**src/rtl/seg_scan_ctrl.sv**
```systemverilog
`timescale 1ns/1ps
// ---------------------------------------------------------------------------
// seg_scan_ctrl
//
// Purpose:
//   Time-multiplexed scan controller for an 8-digit 7-segment display.
//   Each digit owns a slot of CLK_PER_DIGIT cycles. The first BLANK_CYC
//   cycles of a slot are blanked to suppress ghosting, and the rest show the
//   digit. New frames are written through a valid/ready handshake into a
//   shadow buffer. The shadow buffer is copied into the active buffer only at
//   the frame boundary, so every scan pass shows one consistent 8-digit set.
//   Optional leading-zero suppression blanks the zero digits that lead the
//   number, counting from digit 0 (leftmost). Digit 7 is never blanked.
//
// Parameters:
//   CLK_PER_DIGIT  cycles per digit slot (>= 4)
//   BLANK_CYC      blanking cycles at slot start (1 .. CLK_PER_DIGIT-1)
//
// Ports:
//   i_clk          clock, rising edge
//   i_rst          synchronous active-high reset
//   i_load_valid   new frame offered on i_digits
//   o_load_ready   shadow buffer empty; frame taken when valid & ready
//   i_digits[39:0] digit d at [5d+4:5d] = {dot, BCD}
//   i_lz_en        leading-zero suppression enable
//   o_cs[7:0]      one-hot active-low digit selects
//   o_dig_ctrl[4:0]{dot, BCD} of the selected digit
//   o_blank        decoder must drive all segments off
//   o_frame_start  one-cycle pulse as digit 0's slot begins
// ---------------------------------------------------------------------------
module seg_scan_ctrl #(
  parameter int CLK_PER_DIGIT = 50000,
  parameter int BLANK_CYC     = 500
) (
  input  logic        i_clk,
  input  logic        i_rst,
  input  logic        i_load_valid,
  output logic        o_load_ready,
  input  logic [39:0] i_digits,
  input  logic        i_lz_en,
  output logic [7:0]  o_cs,
  output logic [4:0]  o_dig_ctrl,
  output logic        o_blank,
  output logic        o_frame_start
);

  localparam int                CNT_W        = $clog2(CLK_PER_DIGIT);
  localparam logic [CNT_W-1:0]  CNT_LAST     = CNT_W'(CLK_PER_DIGIT - 1);
  localparam logic [CNT_W-1:0]  CNT_PRE_SHOW = CNT_W'(BLANK_CYC - 1);

  typedef enum logic {
    ST_BLANK = 1'b0,
    ST_SHOW  = 1'b1
  } state_t;

  // Code of one digit out of a packed 8-digit frame.
  function automatic logic [4:0] digit_code(input logic [39:0] frame,
                                            input logic [2:0]  idx);
    return frame[5*idx +: 5];
  endfunction

  // Suppression mask: bit d is set when digits 0..d are all code 0.
  // Digit 7 stays visible so an all-zero frame still reads "0".
  function automatic logic [7:0] lz_mask(input logic [39:0] frame,
                                         input logic        en);
    logic [7:0] mask;
    logic       all_zero;
    mask     = 8'h00;
    all_zero = 1'b1;
    for (int d = 0; d < 7; d++) begin
      all_zero = all_zero && (frame[5*d +: 5] == 5'h00);
      mask[d]  = en && all_zero;
    end
    return mask;
  endfunction

  // ---- stage p0: slot timing, FSM and frame buffers ----
  logic [CNT_W-1:0] cnt_p0;
  logic [2:0]       ptr_p0;
  state_t           state_p0;
  state_t           state_nxt;
  logic [39:0]      active_p0;
  logic [39:0]      shadow_p0;
  logic             pending_p0;
  logic             slot_end;
  logic             frame_end;

  assign slot_end  = (cnt_p0 == CNT_LAST);
  assign frame_end = slot_end && (ptr_p0 == 3'd7);

  always_ff @(posedge i_clk) begin
    if (i_rst) begin
      cnt_p0 <= '0;
      ptr_p0 <= 3'd0;
    end else if (slot_end) begin
      cnt_p0 <= '0;
      ptr_p0 <= ptr_p0 + 3'd1;
    end else begin
      cnt_p0 <= cnt_p0 + CNT_W'(1);
    end
  end

  always_ff @(posedge i_clk) begin
    if (i_rst) begin
      state_p0 <= ST_BLANK;
    end else begin
      state_p0 <= state_nxt;
    end
  end

  // State tracks the counter: SHOW is entered in the cycle where
  // cnt == BLANK_CYC, so the transition is taken one count earlier.
  always_comb begin
    state_nxt = state_p0;
    unique case (state_p0)
      ST_BLANK: if (!slot_end && (cnt_p0 == CNT_PRE_SHOW)) state_nxt = ST_SHOW;
      ST_SHOW:  if (slot_end)                              state_nxt = ST_BLANK;
      default:  state_nxt = ST_BLANK;
    endcase
  end

  // Transfer and acceptance are exclusive because acceptance needs an
  // empty shadow. A load in the boundary cycle with an empty shadow
  // therefore waits a whole frame and is never passed straight to active.
  always_ff @(posedge i_clk) begin
    if (i_rst) begin
      active_p0  <= '0;
      shadow_p0  <= '0;
      pending_p0 <= 1'b0;
    end else if (frame_end && pending_p0) begin
      active_p0  <= shadow_p0;
      pending_p0 <= 1'b0;
    end else if (i_load_valid && !pending_p0) begin
      shadow_p0  <= i_digits;
      pending_p0 <= 1'b1;
    end
  end

  assign o_load_ready = ~pending_p0;

  // ---- stage p1: registered display outputs ----
  logic [7:0] cs_nxt;
  logic [4:0] dig_nxt;
  logic       blank_nxt;
  logic [7:0] sup_mask;

  logic [7:0] cs_p1;
  logic [4:0] dig_p1;
  logic       blank_p1;
  logic       fstart_p1;

  assign sup_mask = lz_mask(active_p0, i_lz_en);

  always_comb begin
    cs_nxt    = 8'hFF;
    dig_nxt   = 5'h00;
    blank_nxt = 1'b1;
    if (state_p0 == ST_SHOW) begin
      cs_nxt = ~(8'h01 << ptr_p0);
      if (sup_mask[ptr_p0]) begin
        blank_nxt = 1'b1;
        dig_nxt   = 5'h00;
      end else begin
        blank_nxt = 1'b0;
        dig_nxt   = digit_code(active_p0, ptr_p0);
      end
    end
  end

  always_ff @(posedge i_clk) begin
    if (i_rst) begin
      cs_p1     <= 8'hFF;
      dig_p1    <= 5'h00;
      blank_p1  <= 1'b1;
      fstart_p1 <= 1'b0;
    end else begin
      cs_p1     <= cs_nxt;
      dig_p1    <= dig_nxt;
      blank_p1  <= blank_nxt;
      fstart_p1 <= frame_end;
    end
  end

  assign o_cs          = cs_p1;
  assign o_dig_ctrl    = dig_p1;
  assign o_blank       = blank_p1;
  assign o_frame_start = fstart_p1;

endmodule
```
**config.mk**
```make
export PLATFORM = sky130hd
export DESIGN_NAME = seg_scan_ctrl
export DESIGN_NICKNAME = d
export VERILOG_FILES = /design/src/rtl/seg_scan_ctrl.sv
export SDC_FILE = /design/constraint.sdc
export NUM_CORES = 1
export LEC_CHECK = 0
export ABC_AREA = 1
export CAP_MARGIN = 20
export CELL_PAD_IN_SITES_DETAIL_PLACEMENT = 0
export CELL_PAD_IN_SITES_GLOBAL_PLACEMENT = 1
export CORE_MARGIN = 5
export CORE_UTILIZATION = 43
export DETAILED_ROUTE_END_ITERATION = 6
export MAX_ROUTING_LAYER = met4
export PLACE_DENSITY = 0.91
export SETUP_SLACK_MARGIN = 0.4
export SLEW_MARGIN = 20
export SYNTH_ARGS = -nofsm -noshare
export SYNTH_HDL_FRONTEND = slang
export SYNTH_SLANG_ARGS = --single-unit
export TNS_END_PERCENT = 5
```
**constraint.sdc**
```tcl
create_clock -name i_clk -period 5.2 [get_ports i_clk]
set_clock_uncertainty 0.15 [all_clocks]
set_input_delay 1.04 -clock i_clk [delete_from_list [all_inputs] [get_ports i_clk]]
set_output_delay 1.04 -clock i_clk [all_outputs]
set_load 0.03 [all_outputs]
```
### Word-level counts from Yosys, hierarchy flattened

Index checks and enable logic that the tools add are counted.

| cells by class | value |
|---|---|
| order comparisons | 1 |
| multipliers | 1 |
| equality and inequality tests | 3 |
| mux-type cells | 6 |
| add/subtract/negate cells | 2 |
| shift-type cells | 2 |
| reductions and logical operators | 31 |
| bitwise gates (word level) | 4 |

Operators by type and width:

| kind | number |
|---|---|
| $shiftx A40 B7 Y5 | 1 |
| $logic_not A5 Y1 | 7 |
| $logic_and A1 B1 Y1 | 17 |
| $add A16 B1 Y16 const B | 1 |
| $eq A16 B16 Y1 const B | 1 |
| $eq A16 B9 Y1 const B | 1 |
| $not A8 Y8 | 1 |
| $shl A1 B3 Y8 const A | 1 |
| $mul A3 B3 Y6 const A | 1 |
| $reduce_or A2 Y1 | 3 |
| $lt A3 B4 Y1 const B | 1 |
| $mux W1 | 4 |
| $add A3 B1 Y3 const B | 1 |
| $bmux W1 S3 | 1 |
| $eq A3 B3 Y1 const B | 1 |
| $not A1 Y1 | 3 |
| $reduce_or A3 Y1 | 1 |
| $logic_not A1 Y1 | 2 |
| $pmux W1 S2 | 1 |
| $reduce_and A2 Y1 | 1 |

| storage, ports and cells | value |
|---|---|
| register bits after elaboration | 116 |
| word-level logic and storage cells | 60 |
| input bits | 44 |
| output and inout port bits | 16 |

### Logic depth before layout (Yosys ltp)

| depth | value |
|---|---|
| depth after elaboration | 11 |
| mapped depth | 9 |
| depth with buffers taken out | 9 |

### Worst setup path after synthesis

No wires, ideal clock.

| timing path | value |
|---|---|
| path kind | input to register |
| start point | input port i_rst |
| end point | register dig_p1[0], in the netlist o_dig_ctrl[0] |
| data required time | 4.933 ns |
| library setup time | 0.117 ns |
| path buffers | 1 |
| setup slack | 3.163 ns |
| stages | 6 |
| arrival | 1.770 ns |
| cell sequence | clkbuf_1 -> inv_1 -> nand2_1 -> inv_1 -> nand2_1 -> nor2_1 |

| between the ends | value |
|---|---|
| word-level cells in the longest chain between the ends | 1 |

RTL lines:

| item | line | text |
|---|---|---|
| start, declared | 36 | `input logic i_rst,` |
| $reduce_or A3 Y1 (no source line) | -- |  |
| end signal, assigned | 178 | `dig_p1 <= dig_nxt;` |
| end, declared | 148 | `logic [4:0] dig_p1;` |

No other way between the ends.
A chain may end at the register's enable or synchronous reset.

### Final worst setup path

| timing path | value |
|---|---|
| start point | input port i_rst |
| end point | register dig_p1[4], in the netlist o_dig_ctrl[4] |

The elaborated chain is that of the path after synthesis.

==> impl_metrics.tcl <==
set metrics [dict create \
    synth_top_area_frac 0.476 \
    syn_inst 653 \
    pin_count 60 \
    max_slew_margin 0.501 \
    synthDistinctLibCells 32 \
    synth_largest_area_cell "dfxtp_1" \
    cp_max_fo 44 \
    power_density_nw_per_um2 380 \
    fin_crit_sh 0.557 \
    whs_ns 0.300 \
    clock-sinks 116 \
    p_comb_frac 0.049 \
    ctsLongestPathBuffers 2 \
    grt_pass1_vias 4138 \
    multi_input_area_sq_um 2200 \
    drt-total-wl_um 11300 \
    p_int_mw 1.82 \
    viasPerCell 5.06 \
    async_flop_share 0 \
    core_sq_um 11300 \
    grt_first_pass_wirelength_um 19200 \
    synth_most_common_cell "nor2_1" \
    dp_hpwl_um 7650 \
    dieHeight_um 117 \
    worst_slew_pin_slew_ns 0.748 \
    dieWidth_um 117 \
    tritoncts "done" \
    num_vias 4302 \
    path_class "primary input to register" \
    fin_crit_ns 2.90 \
    final_nets 746 \
    drcViolationCount 0 \
    cp_slowest_cell "clkdlybuf4s50_1" \
    gr-usage-all-layers 0.183 \
    cap_violations 0 \
    register_area_sq_um 2320 \
    fmax_mhz 345 \
    rsz0062_at_grt "false" \
    synth_warnings 0 \
    dieArea_sq_um 13600 \
    required_ns 5.34 \
    cts_buffers 17 \
    path_clk_slew_ns 0.05 \
    first_pass_iters 5 \
    initial_core_util 0.433 \
    synth_nets 704 \
    synth-edff-count 0 \
    clock_power_share 0.550 \
    swShare 0.216 \
    rows 39 \
    htree_levels 4 \
    ys.flop_type "dfxtp_1" \
    cp_cell_sequence "clkdlybuf4s50_1, buf_4, inv_1, buf_4, nand2_1, inv_1, nand2_1, nor2_1" \
    cp_data_arrival_time_ns 3.04 \
    hold_viol 0 \
    synth-seq-cells 116 \
    clk_latency_ns 0.41 \
    num-fill-cells 1089 \
    wl_per_cell_um 13.2 \
    cts_hold_buf 0 \
    post_cts_buffers 0 \
    portBuffers 59 \
    root_buffer "clkbuf_16" \
    end_kind "register" \
    synth_seq_area_share 0.476 \
    drt_iter0_drc 252 \
    peakVddDrop_v 0.000207 \
    antenna_cells 0 \
    gr-total-overflow 0 \
    status "finished clean" \
    critPathBufInv 5 \
    crit_path_start_kind "primary input" \
    syn_area_per_cell_sq_um 7.47 \
    cts-resized-gates 0 \
    drive_gt1_frac 0.0706 \
    place_congestion 0.907 \
    areaGrowthSynthToFinish_pct 25.4 \
    critPathTopFamily "buffers and inverters" \
    drv_slew 0 \
    antenna_found_initial 0 \
    critical_path.max_stage_delay_ns 0.46 \
    grt_max_degree 47 \
    p_switching_mw 0.502 \
    drtAntennaViolNets 0 \
    setup_viol 0 \
    mappedNetlistArea_sq_um 4880 \
    timing.setup.tns_ns 0 \
    p_leak_nw 2.33 \
    netlist_top_cells_count "nor2_1 (147), dfxtp_1 (116), nand2_1 (102)" \
    seqPwrFrac 0.401 \
    hp-class "register to register" \
    synth_area_leaders "dfxtp_1 (48%), nor2_1 (11%), nand2_1 (7.8%)" \
]
-- kinds of logic after synthesis --
family | after synthesis | synth area share
DFF | 116 | 0.476
xor gates and xnor gates | 6 | 0.0108
buffers and inverters | 75 | 0.0723
adders and majority gates | 7 | 0.0179
AOI/OAI and AO/OA | 128 | 0.135
and+or+nand+nor | 321 | 0.288
-- path summary, 6_finish.rpt --
| kind | from | to | slack, ns | cells after the start |
|---|---|---|---|---|
| setup / recovery | i_rst | o_dig_ctrl[4] | 2.30 | 8 |
| hold / removal | cnt_p0[0] | cnt_p0[0] | 0.30 | 1 |
| setup reg to reg | cnt_p0[0] | active_p0[30] | 2.72 | 8 |
| hold reg to reg | cnt_p0[0] | cnt_p0[0] | 0.30 | 1 |
-- per-layer routing --
| layer | global-route usage | routed length [um] |
|---|---|---|
| met1 | 0.235 | 5410 |
| met5 | - | 0 |
| met3 | 0.0404 | 476 |
| met2 | 0.281 | 5240 |
| met4 | 0.0673 | 149 |
-- area by class of cell --
| class | count | share of cell area |
|---|---|---|
| sequential | 116 | 0.379 |
| multi-input combinational | 462 | 0.360 |
| timing repair buffer | 65 | 0.104 |
| clock buffer | 17 | 0.0695 |
| clock inverter | 15 | 0.0376 |
| tap | 143 | 0.0292 |
| inverter | 33 | 0.0202 |
-- registers in the layout (all words and copies together), names as in the netlist --
name and flops:
shadow_p0 40, active_p0 40, o_frame_start 1, state_p0 1
pending_p0 1, o_blank 1, cnt_p0 16, o_dig_ctrl 5
o_cs 8, ptr_p0 3
-- metrics by stage --
step / utilization / setup WS (ns) / power (mW) / area, sq um / std cells
6_report: 0.543 / 2.30 / 2.33 / 6120 / 851
5_1_grt: 0.543 / 2.07 / 2.40 / 6120 / 851
4_1_cts: 0.543 / 2.29 / 2.34 / 6120 / 851
3_5_place_dp: 0.485 / 1.87 / 1.07 / 5470 / 819
3_3_place_gp: 0.485 / 1.93 / 1.06 / 5470 / 819
2_1_floorplan: - / 3.16 / 1.01 / 4880 / 653
-- layout by cell type (no fill, tap or decap), types with 2 or more instances in the layout --
| master | netlist | final |
|---|---|---|
| nand2_1 | 102 | 102 |
| nor3_1 | 3 | 3 |
| nand3b_1 | 2 | 2 |
| inv_1 | 29 | 29 |
| o21ai_0 | 63 | 63 |
| inv_2 | 3 | 3 |
| o211ai_1 | 2 | 2 |
| inv_6 | 0 | 2 |
| ha_1 | 7 | 7 |
| clkbuf_16 | 0 | 17 |
| o22ai_1 | 4 | 4 |
| or2_2 | 3 | 3 |
| clkinvlp_4 | 0 | 3 |
| nand4_1 | 44 | 44 |
| buf_4 | 0 | 6 |
| bufinv_16 | 0 | 5 |
| nor2_1 | 147 | 147 |
| xor2_1 | 5 | 5 |
| a21oi_1 | 56 | 56 |
| dfxtp_1 | 116 | 116 |
| clkinv_4 | 0 | 4 |
| nand3_1 | 13 | 13 |
| clkdlybuf4s50_1 | 0 | 59 |
-- power groups by stage --
stage          logic (mW)  registers, mW  clock network [mW]
6_report            0.113          0.934                1.28
4_1_cts             0.115          0.934                1.30
5_1_grt             0.129          0.936                1.33
2_1_floorplan      0.0671          0.948                   0
3_5_place_dp        0.114          0.953                   0
3_3_place_gp        0.110          0.951                   0
Note: power is estimated with default switching activity, not from simulation.
